$ cat config.mk
export PLATFORM = sky130hd
export DESIGN_NAME = count_check
export DESIGN_NICKNAME = d
export VERILOG_FILES = /design/src/rtl/count_check_pkg.sv /design/src/rtl/sat_counter.sv /design/src/rtl/count_check.sv
export SDC_FILE = /design/constraint.sdc
export NUM_CORES = 1
export LEC_CHECK = 0
export ABC_AREA = 1
export BUFFER_PORTS_ARGS = -buffer_cell sky130_fd_sc_hd__buf_2
export CORE_MARGIN = 3
export CORE_UTILIZATION = 50
export DETAILED_ROUTE_END_ITERATION = 12
export PLACE_DENSITY = 0.73
export SLEW_MARGIN = 0
export SYNTH_ARGS = -nofsm -noshare
export SYNTH_HDL_FRONTEND = slang
export SYNTH_SLANG_ARGS = --single-unit
$ cat constraint.sdc
create_clock -name clk -period 1.8 [get_ports clk]
set_clock_uncertainty 0.05 [all_clocks]
set_input_delay 0.09 -clock clk [delete_from_list [all_inputs] [get_ports clk]]
set_output_delay 0.09 -clock clk [all_outputs]
set_load 0.05 [all_outputs]
$ cat src/rtl/count_check_pkg.sv
// rtl/count_check_pkg.sv - shared types and constants for the counter sequence checker
package count_check_pkg;

    typedef enum logic [1:0] {
        ST_IDLE    = 2'd0,
        ST_ACQUIRE = 2'd1,
        ST_LOCKED  = 2'd2,
        ST_LOST    = 2'd3
    } count_check_state_t;

    localparam int STEP_DEFAULT   = 2;
    localparam int LOCK_N_DEFAULT = 3;
    localparam int ERR_MAX        = 255;
    localparam int ERR_W          = $clog2(ERR_MAX + 1);

endpackage

$ cat src/rtl/sat_counter.sv
// rtl/sat_counter.sv - increment-enable counter that sticks at all-ones
module sat_counter #(
    parameter int W = 8
) (
    input  logic         clk,
    input  logic         reset_n,
    input  logic         i_inc,
    output logic [W-1:0] o_count
);

    logic [W-1:0] r_count;

    // Count up on request, holding once every bit is set.
    always_ff @(posedge clk) begin
        if (!reset_n) begin
            r_count <= '0;
        end else if (i_inc && (r_count != '1)) begin
            r_count <= r_count + {{(W-1){1'b0}}, 1'b1};
        end
    end

    assign o_count = r_count;

endmodule

$ cat src/rtl/count_check.sv
// rtl/count_check.sv - lock-and-track checker for a free-running counter bus
module count_check
    import count_check_pkg::*;
#(
    parameter int WIDTH  = 8,
    parameter int STEP   = STEP_DEFAULT,
    parameter int LOCK_N = LOCK_N_DEFAULT
) (
    input  logic             clk,
    input  logic             reset_n,
    input  logic [WIDTH-1:0] in,
    input  logic             in_valid,
    output logic             locked,
    output logic             err,
    output logic [ERR_W-1:0] err_count,
    output logic [15:0]      sample_count,
    output logic [WIDTH-1:0] expected
);

    count_check_state_t r_state, w_state_next;
    logic [3:0]       r_good, w_good_next;
    logic [WIDTH-1:0] r_expected, w_expected_next;
    logic [WIDTH-1:0] w_advance, w_rebase;
    logic             w_match, w_err_next;
    logic             r_err, r_locked;
    logic [15:0]      r_sample_count;

    // Prediction for the next edge either follows our own count or restarts from the bus.
    assign w_advance = r_expected + WIDTH'(STEP);
    assign w_rebase  = in + WIDTH'(STEP);
    assign w_match   = (in == r_expected);

    // Next-state, streak and prediction logic; the source free-runs, so the
    // prediction keeps advancing even on cycles with no valid sample.
    always_comb begin
        w_state_next    = r_state;
        w_good_next     = r_good;
        w_expected_next = w_advance;
        w_err_next      = 1'b0;
        case (r_state)
            ST_IDLE: begin
                w_expected_next = r_expected;
                if (in_valid) begin
                    w_expected_next = w_rebase;
                    w_good_next     = 4'd0;
                    w_state_next    = ST_ACQUIRE;
                end
            end
            ST_ACQUIRE, ST_LOST: begin
                if (in_valid) begin
                    if (w_match) begin
                        if ((r_good + 4'd1) == 4'(LOCK_N)) begin
                            w_good_next  = 4'd0;
                            w_state_next = ST_LOCKED;
                        end else begin
                            w_good_next = r_good + 4'd1;
                        end
                    end else begin
                        w_expected_next = w_rebase;
                        w_good_next     = 4'd0;
                    end
                end
            end
            ST_LOCKED: begin
                if (in_valid && !w_match) begin
                    w_err_next      = 1'b1;
                    w_expected_next = w_rebase;
                    w_good_next     = 4'd0;
                    w_state_next    = ST_LOST;
                end
            end
            default: begin
                w_state_next = ST_IDLE;
            end
        endcase
    end

    // State, prediction and registered status outputs.
    always_ff @(posedge clk) begin
        if (!reset_n) begin
            r_state        <= ST_IDLE;
            r_good         <= 4'd0;
            r_expected     <= '0;
            r_err          <= 1'b0;
            r_locked       <= 1'b0;
            r_sample_count <= 16'd0;
        end else begin
            r_state    <= w_state_next;
            r_good     <= w_good_next;
            r_expected <= w_expected_next;
            r_err      <= w_err_next;
            r_locked   <= (w_state_next == ST_LOCKED);
            if (in_valid) begin
                r_sample_count <= r_sample_count + 16'd1;
            end
        end
    end

    sat_counter #(
        .W(ERR_W)
    ) u_err_count (
        .clk     (clk),
        .reset_n (reset_n),
        .i_inc   (w_err_next),
        .o_count (err_count)
    );

    assign locked       = r_locked;
    assign err          = r_err;
    assign sample_count = r_sample_count;
    assign expected     = r_expected;

endmodule

After elaboration in Yosys (flattened, before gate mapping)

Index checks and enable logic that the tools add are counted.

Memory bits (writable): 0
Latch bits: 0
Input port bits: 11
Memories: 0
Register bits after elaboration: 40
ROM bits: 0
Output and inout bits: 34
Logic and storage cells: 47

Shift-type cells: 0
Add/sub/neg operators: 5
Magnitude comparators: 0
Reduce and logical (&&, ||, !) cells: 6
Div/mod/pow operators: 0
Bitwise logic cells: 0
$mul: 0
Mux-type cells: 19
Equal/unequal tests: 10

Operator list:

| operator                                       | count |
|---|---|
| 2-to-1 mux 8 bit                               | 4 |
| one-hot mux 8 bit (3 select lines)             | 1 |
| 2-to-1 mux 4 bit                               | 5 |
| adder 16 x 1 -> 16 bit (second input constant) | 1 |
| adder 8 x 2 -> 8 bit (second input constant)   | 2 |
| one-hot mux 4 bit (3 select lines)             | 1 |
| 2-to-1 mux 2 bit                               | 5 |
| adder 8 x 1 -> 8 bit (second input constant)   | 1 |
| == test 8 bit                                  | 1 |
| inequality test 8 bit (second input constant)  | 1 |
| == test 2 bit (second input constant)          | 3 |
| inequality test 2 bit (second input constant)  | 3 |
| one-hot mux 2 bit (3 select lines)             | 1 |
| adder 4 x 1 -> 4 bit (second input constant)   | 1 |
| == test 4 x 2 -> 1 bit (second input constant) | 1 |
| AND reduction 3 bit                            | 1 |
| == test 2 x 1 -> 1 bit (second input constant) | 1 |
| logical AND 1 bit                              | 2 |
| logical NOT 2 bit                              | 1 |
| 2-to-1 mux 1 bit                               | 2 |
| OR reduction 2 bit                             | 1 |
| logical NOT 1 bit                              | 1 |

Depth between registers and ports, before layout

Depth after elaboration: 7
Depth in mapped cells: 13
Mapped depth without buffers: 13

Modules after synthesis

From an unflattened synthesis, not the netlist that was laid out.

Cell total of the unflattened synthesis: 364
Area total of the unflattened synthesis: 2,398.6 µm²

Modules (own cells, without submodules):

| module      | cells each | instances | area each (µm²) |
|---|---|---|---|
| count_check | 288        | 1         | 1,901.8 |
| sat_counter | 76         | 1         | 496.7 |

Least setup slack after synthesis

Ideal clock, no wire load.

Path type: reg-to-reg
Start point: register u_err_count.r_count[0], in the netlist u_err_count.o_count[0]
End point: register u_err_count.r_count[6], in the netlist u_err_count.o_count[6]
Data required time: 1.679 ns
Buffers on the path: 0
Arrival: 1.831 ns
Clock period less this slack: 1.952 ns
Setup time: 0.071 ns
Cell stages (with the launch flop): 8
Slack: -0.152 ns
Path through: dfxtp_1 > ha_1 > nand2_1 > nor3b_4 > nand3_4 > nand4_2 > nand2_1 > a21oi_1

Cells in the longest elaborated chain, start to end: 2

Ends and longest elaborated chain:

| what                                                         | line              | RTL |
|---|---|---|
| start, declared                                              | sat_counter.sv:11 | `logic [W-1:0] r_count;` |
| start signal, assigned                                       | sat_counter.sv:18 | `r_count <= r_count + {{(W-1){1'b0}}, 1'b1};` |
| branches (longest 2 deep; another with adder 8 x 1 -> 8 bit) | --                |  |

Several ways; the timed one is not identified.
A chain may end at the register's enable or synchronous reset.

Final worst setup path

Start point: register u_err_count.r_count[1], in the netlist u_err_count.o_count[1]
End point: register u_err_count.r_count[0], in the netlist u_err_count.o_count[0]

Cells in the longest elaborated chain, start to end: 2

Ends and longest elaborated chain:

| what                  | line              | RTL |
|---|---|---|
| inequality test 8 bit | sat_counter.sv:17 | `end else if (i_inc && (r_count != '1)) begin` |
| logical AND 1 bit     | sat_counter.sv:17 |  |

No other way between the ends.

==> reports/results.txt <==
status: finished, final reports clean
min Tclk post-route: 1.58 ns
core footprint: 0.00450 mm2
syn nets: 377
Seq. cell area: 807 um2
Skew-Pair Late Insertion Delay: 0.30 ns
Area contributors post-synth: dfxtp_1 (33%), nand2_1 (14%), nor2_1 (6.8%)
fin area: 0.00283 mm2
Lkg Pwr: 1.36 nW
largest area contributor in the netlist: dfxtp_1
CTS Sinks: 40
delay-heaviest family, CP: simple AND/OR/NAND/NOR gates
Nets: 424
Die W: 75.6 um
pwr/cell area: 728 mW/mm2
largest net degree at the start of global routing: 18
Clock Tree Buf Depth: 2
syn_area_per_cell: 6.73 um2
Cells after Synth: 360
most used cell, CP: nand2_1
Setup CP Type: reg -> reg
Yosys top cell area share: 0.331
initial drt markers: 84
clock root buffer: clkbuf_8
initial antenna violation count: 0
HPWL after DPL: 4040 um
I/O Pins: 45
CTS Buf Count: 5
share of cells above drive strength 1: 0.203
slowest CP cell: dfxtp_2
Pre-antenna DRT Iters: 4
FILL cells: 422
maxcap violations: 0
via-per-instance ratio: 5.10
grt ovf: 0
die height: 75.6 um
Initial Utilization: 0.538
Syn. warnings: 0
unrepaired setup endpoints after global routing: false
CP Launch Type: register
Seq/Total Area, Yosys: 0.331
ANT nets after route: 0
CTS tree: done
Mapped Area: 0.00242 mm2
Clock Pin Slew Worst Setup and Hold Paths: 0.08 ns
measured slew at the worst slew-check pin: 0.378 ns
Multi-input gate area: 0.00142 mm2
Worst Path Max Fanout: 9
final WL: 5380 um
n_diodes: 0
crit-path max cell delay: 0.36 ns
most frequent cells in the layout: nand2_1 (89), nor2_1 (44), buf_2 (44)
Setup crit end kind: register
Sum Neg Setup Slack: 0 ns
VDD IR max: 468 uV
Site Rows: 24
Synth-to-Final Area Change: 16.9%
critical-path cell list: ha_1, nand2_1, nor3b_4, nand3_4, nand4_4, nand2_1, a21oi_1
Max Transition Viols Final: 0
routed via count: 2345
f_max: 632 MHz
arrival time at the worst endpoint: 1.76 ns
DP Area: 0.00270 mm2
GRT Total Usage: 0.202
Bufs and invs on worst path: 0
hold crit path type: in -> reg
cts hold-fix bufs: 0
commonest non-fill, non-tap cell in the layout: nand2_1
vias in the first global route: 2088
slew margin rel.: 0.746
drt drc: 0
final setup fails: 0
die area: 0.00572 mm2
synthesized flop and latch total: 40
final hold viol count: 0
Placer Congestion: 0.880
mean routed wirelength per cell: 11.7 um
first-pass GRT wire length: 8990 um
WP data required: 1.97 ns
htree depth: 2
PortBufs: 44
Distinct cells, synth: 31
part of the cycle the worst path needs: 0.880
==> cell type report <==
cell class                 instances  share of cell area
inverter                          43              0.0570
timing repair buffer              49              0.0910
tap                               52              0.0230
sequential                        40               0.285
clock inverter                     2              0.0137
multi-input combinational        268               0.501
clock buffer                       6              0.0292
==> worst register-to-register path: stages (launching register included) <==
cell and delay (ns):
dfxtp_2 0.36, ha_1 0.17, nand2_1 0.11, nor3b_4 0.27, nand3_4 0.17, nand4_4 0.18, nand2_1 0.06, a21oi_1 0.13
==> sequential cells by signal (all words and copies together) (netlist names) <==
name and count:
err 1, expected 8, locked 1, r_good 4, r_state 2, sample_count 16
u_err_count.o_count 8
==> report_power, final <==
| group | total, mW | internal [mW] | switching [mW] |
|---|---|---|---|
| registers | 0.945 | 0.909 | 0.0364 |
| clock network | 0.787 | 0.454 | 0.334 |
| logic | 0.329 | 0.104 | 0.225 |
==> timing repair <==
item,CTS,global route
buffers inserted,0,0
endpoints found under the setup margin,0,2
gates resized for setup,0,1
endpoints found under the hold margin,0,0
==> logic make-up after synthesis <==
group,synth area share
AO/OA/AOI/OAI,0.107
XOR/XNOR,0.0832
adder cells (fa/ha/maj),0.0310
buffers and inverters,0.0868
flip-flops,0.331
AND/OR/NAND/NOR,0.362
==> metrics by stage <==
step / std cells / setup WS [ns] / hold slack, ns / power (mW) / util
floorplan: 360 / 0.00691 / 0.171 / 1.21 / -
global placement: 452 / 0.236 / 0.318 / 1.29 / 0.600
detailed placement: 452 / 0.179 / 0.340 / 1.29 / 0.600
CTS: 460 / 0.169 / 0.0229 / 2.08 / 0.627
global route: 460 / 0.0220 / 0.0485 / 2.15 / 0.629
finish: 460 / 0.216 / 0.0255 / 2.06 / 0.629
==> cell usage after synthesis <==
cell type and instances:
dfxtp_1 40, nand4_2 1, o221ai_1 1, xnor2_1 10, nor4_1 1, nor2_1 44, inv_2 8, inv_1 34
nand2_2 1, clkinv_1 1, clkbuf_1 4, o21ai_1 5, xor2_1 13, nor2_2 4, nand4_1 4, a21oi_1 31
nand3_1 30, nor4_4 2, nor3_1 8, o21bai_1 1, o21ai_0 11, nand3_4 1, nor3b_4 1, buf_4 1
ha_1 6, buf_2 3, nand3_2 1, nand2_4 2, nand2_1 89, o211ai_1 1, buf_6 1
==> metal layers <==
layer,global-route usage,routed length [um],share of wire,vias to the layer above
met5,0,0,0,-
met4,0.0563,50,0.0093,0
met3,0.0462,222,0.041,7
met2,0.331,2480,0.46,38
met1,0.267,2620,0.49,1045
li1,-,-,-,1255
==> path summary, 6_finish.rpt <==
path	startpoint	end	slack, ns	depth (start not counted)
setup / recovery	u_err_count.o_count[1]	u_err_count.o_count[0]	0.22	7
hold / removal	in[0]	expected[0]	0.03	3
setup reg to reg	u_err_count.o_count[1]	u_err_count.o_count[0]	0.22	7
hold reg to reg	u_err_count.o_count[4]	u_err_count.o_count[4]	0.45	2
Note: power is estimated with default switching activity, not from simulation.
